$ cat src/rtl/uart_pkg.sv
// uart_pkg: shared constants and capture FSM encoding
// for the UART receive-side buffer.
package uart_pkg;

  localparam int UART_DATA_WIDTH = 8;
  localparam int UART_ADDR_WIDTH = 4;

  typedef enum logic {
    CAP_WAIT = 1'b0,
    CAP_HOLD = 1'b1
  } cap_state_t;

  function automatic int fifoDepth(input int addrWidth);
    return 1 << addrWidth;
  endfunction

  localparam int UART_DEPTH = fifoDepth(UART_ADDR_WIDTH);

endpackage

$ cat src/rtl/uart_rx_fifo_if.sv
// uart_rx_fifo_if: show-ahead byte stream, valid/ready.
// master: OutData/OutValid out, OutReady in.
interface uart_rx_fifo_if
  import uart_pkg::*;
#(
  parameter int DATA_WIDTH = UART_DATA_WIDTH
);

  logic [DATA_WIDTH-1:0] OutData;
  logic                  OutValid;
  logic                  OutReady;

  modport master (
    output OutData,
    output OutValid,
    input  OutReady
  );

  modport slave (
    input  OutData,
    input  OutValid,
    output OutReady
  );

endinterface

$ cat src/rtl/uart_sync_fifo.sv
// uart_sync_fifo: circular buffer with occupancy count.
// Ports: Clk, RxSamplerReset, PushReq/PushData,
// PopReq, HeadData (show-ahead), Count, Full, Empty.
module uart_sync_fifo
  import uart_pkg::*;
#(
  parameter int DATA_WIDTH = UART_DATA_WIDTH,
  parameter int ADDR_WIDTH = UART_ADDR_WIDTH
) (
  input  logic                  Clk,
  input  logic                  RxSamplerReset,
  input  logic                  PushReq,
  input  logic [DATA_WIDTH-1:0] PushData,
  input  logic                  PopReq,
  output logic [DATA_WIDTH-1:0] HeadData,
  output logic [ADDR_WIDTH:0]   Count,
  output logic                  Full,
  output logic                  Empty
);

  localparam int DEPTH = fifoDepth(ADDR_WIDTH);
  localparam logic [ADDR_WIDTH:0] DEPTH_CNT =
    (ADDR_WIDTH+1)'(DEPTH);
  localparam logic [ADDR_WIDTH:0] CNT_ONE =
    (ADDR_WIDTH+1)'(1);
  localparam logic [ADDR_WIDTH-1:0] PTR_ONE =
    ADDR_WIDTH'(1);

  logic [DATA_WIDTH-1:0] mem [DEPTH];
  logic [ADDR_WIDTH-1:0] wrPtr;
  logic [ADDR_WIDTH-1:0] rdPtr;
  logic                  doPush;
  logic                  doPop;

  assign Full     = (Count == DEPTH_CNT);
  assign Empty    = (Count == '0);
  // Full blocks a push even when a pop frees
  // a slot on the same edge.
  assign doPush   = PushReq && !Full;
  assign doPop    = PopReq && !Empty;
  assign HeadData = mem[rdPtr];

  always_ff @(posedge Clk) begin
    if (doPush) begin
      mem[wrPtr] <= PushData;
    end
  end

  always_ff @(posedge Clk or negedge RxSamplerReset) begin
    if (!RxSamplerReset) begin
      wrPtr <= '0;
      rdPtr <= '0;
      Count <= '0;
    end else begin
      if (doPush) begin
        wrPtr <= wrPtr + PTR_ONE;
      end
      if (doPop) begin
        rdPtr <= rdPtr + PTR_ONE;
      end
      unique case ({doPush, doPop})
        2'b10:   Count <= Count + CNT_ONE;
        2'b01:   Count <= Count - CNT_ONE;
        default: Count <= Count;
      endcase
    end
  end

endmodule

$ cat src/rtl/uart_rx_fifo.sv
// uart_rx_fifo: acks receiver bytes into a buffer,
// serves them on OutIf, sticky LineError/Overflow.
// Ports: Clk, RxSamplerReset, UartRxData/Ready/Error,
// UartRxEnable, OutIf (master), Count, Overflow,
// LineError, ClearFlags.
module uart_rx_fifo
  import uart_pkg::*;
#(
  parameter int ADDR_WIDTH = UART_ADDR_WIDTH,
  parameter int DATA_WIDTH = UART_DATA_WIDTH
) (
  input  logic                  Clk,
  input  logic                  RxSamplerReset,
  input  logic [DATA_WIDTH-1:0] UartRxData,
  input  logic                  UartRxReady,
  input  logic                  UartRxError,
  output logic                  UartRxEnable,
  uart_rx_fifo_if.master        OutIf,
  output logic [ADDR_WIDTH:0]   Count,
  output logic                  Overflow,
  output logic                  LineError,
  input  logic                  ClearFlags
);

  cap_state_t            capState;
  logic                  errQ;
  logic                  full;
  logic                  empty;
  logic                  capture;
  logic                  lineSet;
  logic                  ovfSet;
  logic [DATA_WIDTH-1:0] headData;

  assign capture = (capState == CAP_WAIT)
                && UartRxReady && !full;
  assign lineSet = UartRxError && !errQ;
  assign ovfSet  = UartRxError && full;

  uart_sync_fifo #(
    .DATA_WIDTH (DATA_WIDTH),
    .ADDR_WIDTH (ADDR_WIDTH)
  ) u_fifo (
    .Clk            (Clk),
    .RxSamplerReset (RxSamplerReset),
    .PushReq        (capture),
    .PushData       (UartRxData),
    .PopReq         (OutIf.OutReady),
    .HeadData       (headData),
    .Count          (Count),
    .Full           (full),
    .Empty          (empty)
  );

  assign OutIf.OutData  = headData;
  assign OutIf.OutValid = !empty;

  // HOLD waits for RxReady to drop so the byte the
  // receiver still shows after the ack is not taken
  // twice.
  always_ff @(posedge Clk or negedge RxSamplerReset) begin
    if (!RxSamplerReset) begin
      capState     <= CAP_WAIT;
      UartRxEnable <= 1'b0;
      errQ         <= 1'b0;
      LineError    <= 1'b0;
      Overflow     <= 1'b0;
    end else begin
      errQ <= UartRxError;
      unique case (capState)
        CAP_WAIT: begin
          UartRxEnable <= capture;
          if (capture) begin
            capState <= CAP_HOLD;
          end
        end
        CAP_HOLD: begin
          UartRxEnable <= 1'b0;
          if (!UartRxReady) begin
            capState <= CAP_WAIT;
          end
        end
      endcase
      // A set condition beats a same-cycle clear.
      priority case (1'b1)
        lineSet:    LineError <= 1'b1;
        ClearFlags: LineError <= 1'b0;
        default:    LineError <= LineError;
      endcase
      priority case (1'b1)
        ovfSet:     Overflow <= 1'b1;
        ClearFlags: Overflow <= 1'b0;
        default:    Overflow <= Overflow;
      endcase
    end
  end

endmodule

$ cat src/flat_wrapper.sv
// flat-port wrapper written by rule: the top's interface ports become plain ports
module uart_rx_fifo_flat import uart_pkg::*;
#(
  parameter int ADDR_WIDTH = UART_ADDR_WIDTH,
  parameter int DATA_WIDTH = UART_DATA_WIDTH
)
  (Clk, RxSamplerReset, UartRxData, UartRxReady, UartRxError, UartRxEnable, Count, Overflow, LineError, ClearFlags, OutIf_OutData, OutIf_OutValid, OutIf_OutReady);
  uart_rx_fifo_if #(.DATA_WIDTH(DATA_WIDTH)) OutIf_i ();
  input  logic Clk;
  input  logic RxSamplerReset;
  input  logic [DATA_WIDTH-1:0] UartRxData;
  input  logic UartRxReady;
  input  logic UartRxError;
  output logic UartRxEnable;
  output logic [ADDR_WIDTH:0] Count;
  output logic Overflow;
  output logic LineError;
  input  logic ClearFlags;
  output wire logic [$bits(OutIf_i.OutData)-1:0] OutIf_OutData;
  output wire logic [$bits(OutIf_i.OutValid)-1:0] OutIf_OutValid;
  input wire logic [$bits(OutIf_i.OutReady)-1:0] OutIf_OutReady;
  assign OutIf_OutData = OutIf_i.OutData;
  assign OutIf_OutValid = OutIf_i.OutValid;
  assign OutIf_i.OutReady = OutIf_OutReady;
  uart_rx_fifo #(.ADDR_WIDTH(ADDR_WIDTH), .DATA_WIDTH(DATA_WIDTH)) u_core (.Clk(Clk), .RxSamplerReset(RxSamplerReset), .UartRxData(UartRxData), .UartRxReady(UartRxReady), .UartRxError(UartRxError), .UartRxEnable(UartRxEnable), .OutIf(OutIf_i), .Count(Count), .Overflow(Overflow), .LineError(LineError), .ClearFlags(ClearFlags));
endmodule
$ cat config.mk
export PLATFORM = sky130hd
export DESIGN_NAME = uart_rx_fifo_flat
export DESIGN_NICKNAME = d
export VERILOG_FILES = /design/src/rtl/uart_pkg.sv /design/src/rtl/uart_rx_fifo_if.sv /design/src/rtl/uart_sync_fifo.sv /design/src/rtl/uart_rx_fifo.sv /design/src/flat_wrapper.sv
export SDC_FILE = /design/constraint.sdc
export NUM_CORES = 1
export LEC_CHECK = 0
export CORE_MARGIN = 10
export CORE_UTILIZATION = 35
export CTS_BUF_LIST = sky130_fd_sc_hd__clkbuf_4 sky130_fd_sc_hd__clkbuf_8 sky130_fd_sc_hd__clkbuf_16
export CTS_CLUSTER_DIAMETER = 40
export CTS_CLUSTER_SIZE = 10
export DETAILED_ROUTE_END_ITERATION = 8
export HOLD_SLACK_MARGIN = 0.1
export SKIP_LAST_GASP = 1
export SLEW_MARGIN = 5
export SYNTH_ARGS = -nofsm -noshare
export SYNTH_HDL_FRONTEND = slang
export SYNTH_SLANG_ARGS = --single-unit
$ cat constraint.sdc
create_clock -name Clk -period 3.9 [get_ports Clk]
set_input_delay 0.78 -clock Clk [delete_from_list [all_inputs] [get_ports Clk]]
set_output_delay 0.78 -clock Clk [all_outputs]
set_load 0.02 [all_outputs]
# Word-level counts from Yosys, hierarchy flattened
# Memories as Yosys holds them, arrays and structs flattened.
# Index checks and enable logic that the tools add are counted.
# W data, S select, Z words.
classes:
  addsub: 4
  eq_ne: 3
  mux: 10
  n_bitwise: 1
  n_reduce_logical: 13
ops:
  columns: ["cell", "count"]
  rows:
  - ["$pmux W5 S2", 1]
  - ["$add A4 B1 Y4 const B", 2]
  - ["$mux W1", 7]
  - ["$logic_and A1 B1 Y1", 6]
  - ["$reduce_bool A2 Y1", 3]
  - ["$add A5 B1 Y5 const B", 1]
  - ["$eq A5 B5 Y1 const B", 1]
  - ["$logic_not A5 Y1", 1]
  - ["$sub A5 B1 Y5 const B", 1]
  - ["$pmux W1 S2", 2]
  - ["$logic_not A1 Y1", 3]
  - ["$eq A2 B1 Y1 const B", 1]
  - ["$eq A2 B2 Y1 const B", 1]
  - ["$not A1 Y1", 1]
word_totals:
  regBits: 18
  ramBits: 128
  inputBits: 14
  output_inout_bits: 17
  wordCells: 40
  n_memories: 1
memory_table:
  columns: ["memory", "depth", "width", "read_ports", "rd_ports_with_merged_regs", "wr", "line_no", "text"]
  rows:
  - ["u_core.u_fifo.mem", 16, 8, 1, 0, 1, "uart_sync_fifo.sv:29", "logic [DATA_WIDTH-1:0] mem [DEPTH];"]

# Longest topological paths before layout
depth:
  ltp_word: 6
  mapped_depth: 13

# Hierarchy
# A second synthesis with hierarchy kept.
unflattened:
  hier_cells: 348
  area_unflattened_um2: 5960.7
modules_own_cells:
  columns: ["module", "n_inst", "cells_per_inst", "area_per_inst_um2"]
  rows:
  - ["uart_sync_fifo", 1, 332, 5779.3]
  - ["uart_rx_fifo", 1, 16, 181.4]

# Least setup slack after synthesis
# OpenSTA, ideal clock, no wires.
synth_timing:
  path_kind: "register to register"
  from: "reg u_core.u_fifo.Count[1]"
  to: "reg u_core.u_fifo.Count[4]"
  setup_ns: 0.130
  arrival_time_ns: 2.726
  setup_slack_ns: 1.044
  path_stages_with_launch: 12
  n_path_buf: 1
  synth_period_minus_slack_ns: 2.856
  path_cell_list: "dfrtp_1 > nor4_2 > nand2b_1 > and2_1 > buf_2 > ha_1 > ha_1 > nor2b_1 > o21ai_0 > a21oi_1 > or3b_1 > xnor2_1"
synth_via:
  elab_cells_between_ends: 13
  classes_between: "add/sub: 2; eq/ne: 3; mux: 1; reduce/logical: 7"
synth_lines:
  columns: ["element", "line_no", "text"]
  rows:
  - ["start, declared", "uart_sync_fifo.sv:16", "output logic [ADDR_WIDTH:0] Count,"]
  - ["start signal, assigned", "uart_sync_fifo.sv:62", "2'b10: Count <= Count + CNT_ONE;"]
  - ["start signal, assigned", "uart_sync_fifo.sv:63", "2'b01: Count <= Count - CNT_ONE;"]
  - ["start signal, assigned", "uart_sync_fifo.sv:64", "default: Count <= Count;"]
  - ["$logic_not A5 Y1 *", "uart_sync_fifo.sv:36", "assign Empty = (Count == '0);"]
  - ["$logic_not A1 Y1 *", null, null]
  - ["net OutIf_OutValid", "flat_wrapper.sv:20", "output wire logic [$bits(OutIf_i.OutValid)-1:0] OutIf_OutValid;"]
  - ["$logic_and A1 B1 Y1 *", "uart_sync_fifo.sv:40", "assign doPop = PopReq && !Empty;"]
  - ["net u_core.u_fifo.doPop", "uart_sync_fifo.sv:33", "logic doPop;"]
  - ["$eq A2 B1 Y1 / $eq A2 B2 Y1 (equally long branches)", "uart_sync_fifo.sv:61", "unique case ({doPush, doPop})"]
  - ["$pmux W5 S2 / $reduce_bool A2 Y1 (equally long branches)", null, null]
# The timed path passes the listed nets; every way through them passes the cells marked *.
# A chain may end at the register's enable or synchronous reset.

# Worst setup path after layout
layout_timing:
  from: "reg u_core.u_fifo.rdPtr[0]"
  to: "out OutIf_OutData[2]"
layout_via:
  elab_chain_cells: 1
layout_rtl:
  columns: ["element", "line_no", "text"]
  rows:
  - ["start, declared", "uart_sync_fifo.sv:31", "logic [ADDR_WIDTH-1:0] rdPtr;"]
  - ["start signal, assigned", "uart_sync_fifo.sv:59", "rdPtr <= rdPtr + PTR_ONE;"]
  - ["$mem_v2 Z16 W8", null, null]
  - ["end, declared", "flat_wrapper.sv:19", "output wire logic [$bits(OutIf_i.OutData)-1:0] OutIf_OutData;"]
# No other way between the ends.

==> reports/qor.txt <==
DRT Pass-1 Iters - 7
Min Tclk post-route - 3580 ps
Synth async-reset ratio - 0.123
Crit Path Category - reg2out
CTS buffer count - 17
Initial Utilization - 0.357
Commonest cells in the netlist - 128 x edfxtp_1, 25 x mux2i_1, 20 x o21ai_0, 18 x dfrtp_1, 16 x mux4_2
Post-DP HPWL - 7.74 mm
Root buffer cell - clkbuf_16
Initial DRC Count - 221
# clock sinks - 146
Finish-stage setup viols - 0
Share of layout cells above drive strength 1 - 0.165
Distinct cells, synth - 36
Worst-Skew Late Latency - 420 ps
Startpoint class of the critical path - flip-flop
Worst-margin pin slew - 814 ps
Max Clk Rate - 279 MHz
Dpl cells - 576
Final hold vios - 0
Largest net degree at the start of global routing - 25
CTS tree - built
Vias per cell - 4.94
Clk_skew - 8.11 ps
Crit share post-route - 0.919
Post-CTS Resized - 0
Die width - 150 um
Setup repair bufs after CTS - 0
Drt wl/cell - 19.6 um
Area of the multi-input gates - 1500 um2
CORE AREA - 16600 um2
Vert. Die Dim - 150 um
EDFF count, synth - 128
Initial antenna violation count - 0
Yosys top cell by area - edfxtp_1
Gr ovfl total - 0
Clock Path Buffers - 2
Pwr Total - 5.34 mW
Worst slew margin - 0.455
Utilization after layout - 0.426
Critical Path Start - u_core.u_fifo.rdPtr[0]$_DFFE_PN0P_
DRC viols - 0
Non-Filler Instances - 608
Synth Flop Type - edfxtp_1
Register area share after synthesis - 0.725
FF+latch count, synth - 146
# diodes - 0
Detail Route Antenna Nets - 0
Fillers - 1477
Hold buffer count at CTS - 0
Reg-to-Reg Start - u_core.u_fifo.Count[1]$_DFFE_PN0P_
First-pass GRT wire length - 18.6 mm
Share of the synthesized area in the top cell type - 0.649
Clock slew at reported path FFs - 60 ps
Port Buf Inserts - 30
Top cells by area, synth - edfxtp_1 65%, dfrtp_1 7.6%, mux4_2 6.1%, mux2i_1 4.2%, ha_1 1.9%
Maximum fanout along the worst path - 24
RSZ-0062 raised after global routing - false
Routed via count - 3003
Max-slew violations - 0
Post-Syn Area - 5920 um2
Hold path startpoint - u_core.errQ$_DFF_PN0_
Critical Path AT - 2800 ps
GRT Util Overall - 0.111
H-tree Lvls - 4
Rows - 47
Warnings, synthesis - 0
Final TNS setup - 0 ps
Vias in the first global route - 3091
Peak VDD IR - 0.343 mV
Count leader, synth - edfxtp_1
Area occupied by registers - 4300 um2
Syn-to-layout area delta - 19.4%
Hold Crit Class - reg2reg
Power Density - 755 nW/um2
Area of the die - 22500 um2
Status - complete, no violations
Static Leak - 2.47 nW
Final Wtd Congestion - 0.776
Post-Synthesis Cells - 339
Max-cap viol count - 0
Required @ worst endpoint - 3120 ps
Syn_nets - 363
Final WL - 11.9 mm
Crit end category - output port
Synthesized area per cell - 17.5 um2
IO Count - 31
Nets - 399
registers in the layout, indices dropped and copies added, names as in the netlist:
signal	cells
u_core.u_fifo.mem	128
u_core.u_fifo.wrPtr	4
u_core.capState	1
u_core.u_fifo.Count	5
u_core.LineError	1
u_core.errQ	1
u_core.Overflow	1
u_core.u_fifo.rdPtr	4
u_core.UartRxEnable	1
through the flow:
stage | hold slack [ps] | setup slack (ps) | instance area (um2)
CTS | 441 | 339 | 7070
finish | 435 | 315 | 7070
detailed placement | 431 | 569 | 6460
global route | 447 | 191 | 7070
global placement | 419 | 596 | 6460
floorplan | 409 | 1040 | 5920
critical path: stages (launching register included):
cell             delay, ps
dfrtp_2                630
buf_12                 270
mux2i_1                100
a221oi_1               470
o21ai_0                170
nand2_1                120
clkdlybuf4s50_1        610
layer usage:
metal | global-route usage | part of all wire
met5 | 0 | 0
met2 | 0.176 | 0.51
met3 | 0.0249 | 0.042
met1 | 0.145 | 0.43
met4 | 0.0471 | 0.020
logic make-up (layout without fill, tap and decap cells):
logic type               count (synthesis)  in the layout  share of synthesized area
flip-flops                             146            146                      0.725
AO/OA/AOI/OAI                           50             50                     0.0520
multiplexers                            50             50                      0.120
AND/OR/NAND/NOR                         46             46                     0.0435
buffers and inverters                   27             76                     0.0224
adder cells (fa/ha/maj)                 10             10                     0.0224
XOR/XNOR                                10             10                     0.0148
layout make-up:
cell class,count,share of cell area
Timing Repair Buffer,34,0.0502
Multi-Input combinational cell,166,0.212
Clock buffer,17,0.0602
Clock inverter,15,0.0262
Tap cell,220,0.0389
Inverter,10,0.00531
Sequential cell,146,0.607
worst paths after layout:
| path | end | slack (ps) | depth (start not counted) |
|---|---|---|---|
| max | OutIf_OutData[2] | 320 | 6 |
| min | u_core.LineError$_DFFE_PN0P_ | 440 | 1 |
| min in group asynchronous | u_core.u_fifo.Count[1]$_DFFE_PN0P_ | 830 | 1 |
| max in group asynchronous | u_core.u_fifo.rdPtr[0]$_DFFE_PN0P_ | 2510 | 1 |
| max reg2reg | u_core.u_fifo.Count[4]$_DFFE_PN0P_ | 940 | 12 |
| min reg2reg | u_core.LineError$_DFFE_PN0P_ | 440 | 1 |
where the power goes:
group / total [mW] / internal (mW) / switching, mW / leakage [nW]
logic: 1.67 / 0.775 / 0.890 / 0.803
clock network: 1.65 / 0.925 / 0.720 / 0.300
registers: 2.03 / 1.85 / 0.180 / 1.37
cells in the final DEF, fill, tap and decap left out, types with 3 or more instances in the layout:
cell type        instances
nand2_1                 15
inv_1                    9
edfxtp_1               128
a21oi_1                 10
dfrtp_1                 17
clkbuf_16               17
and2_1                  10
a22oi_1                  8
mux2_2                   8
inv_6                    7
a221oi_1                 8
mux4_2                  16
mux2i_1                 25
inv_8                    4
clkdlybuf4s50_1         30
ha_1                     9
xnor2_1                  7
clkinv_8                 3
xor2_1                   3
and3_1                   8
o21ai_0                 20
(Power assumes the default switching activity.)
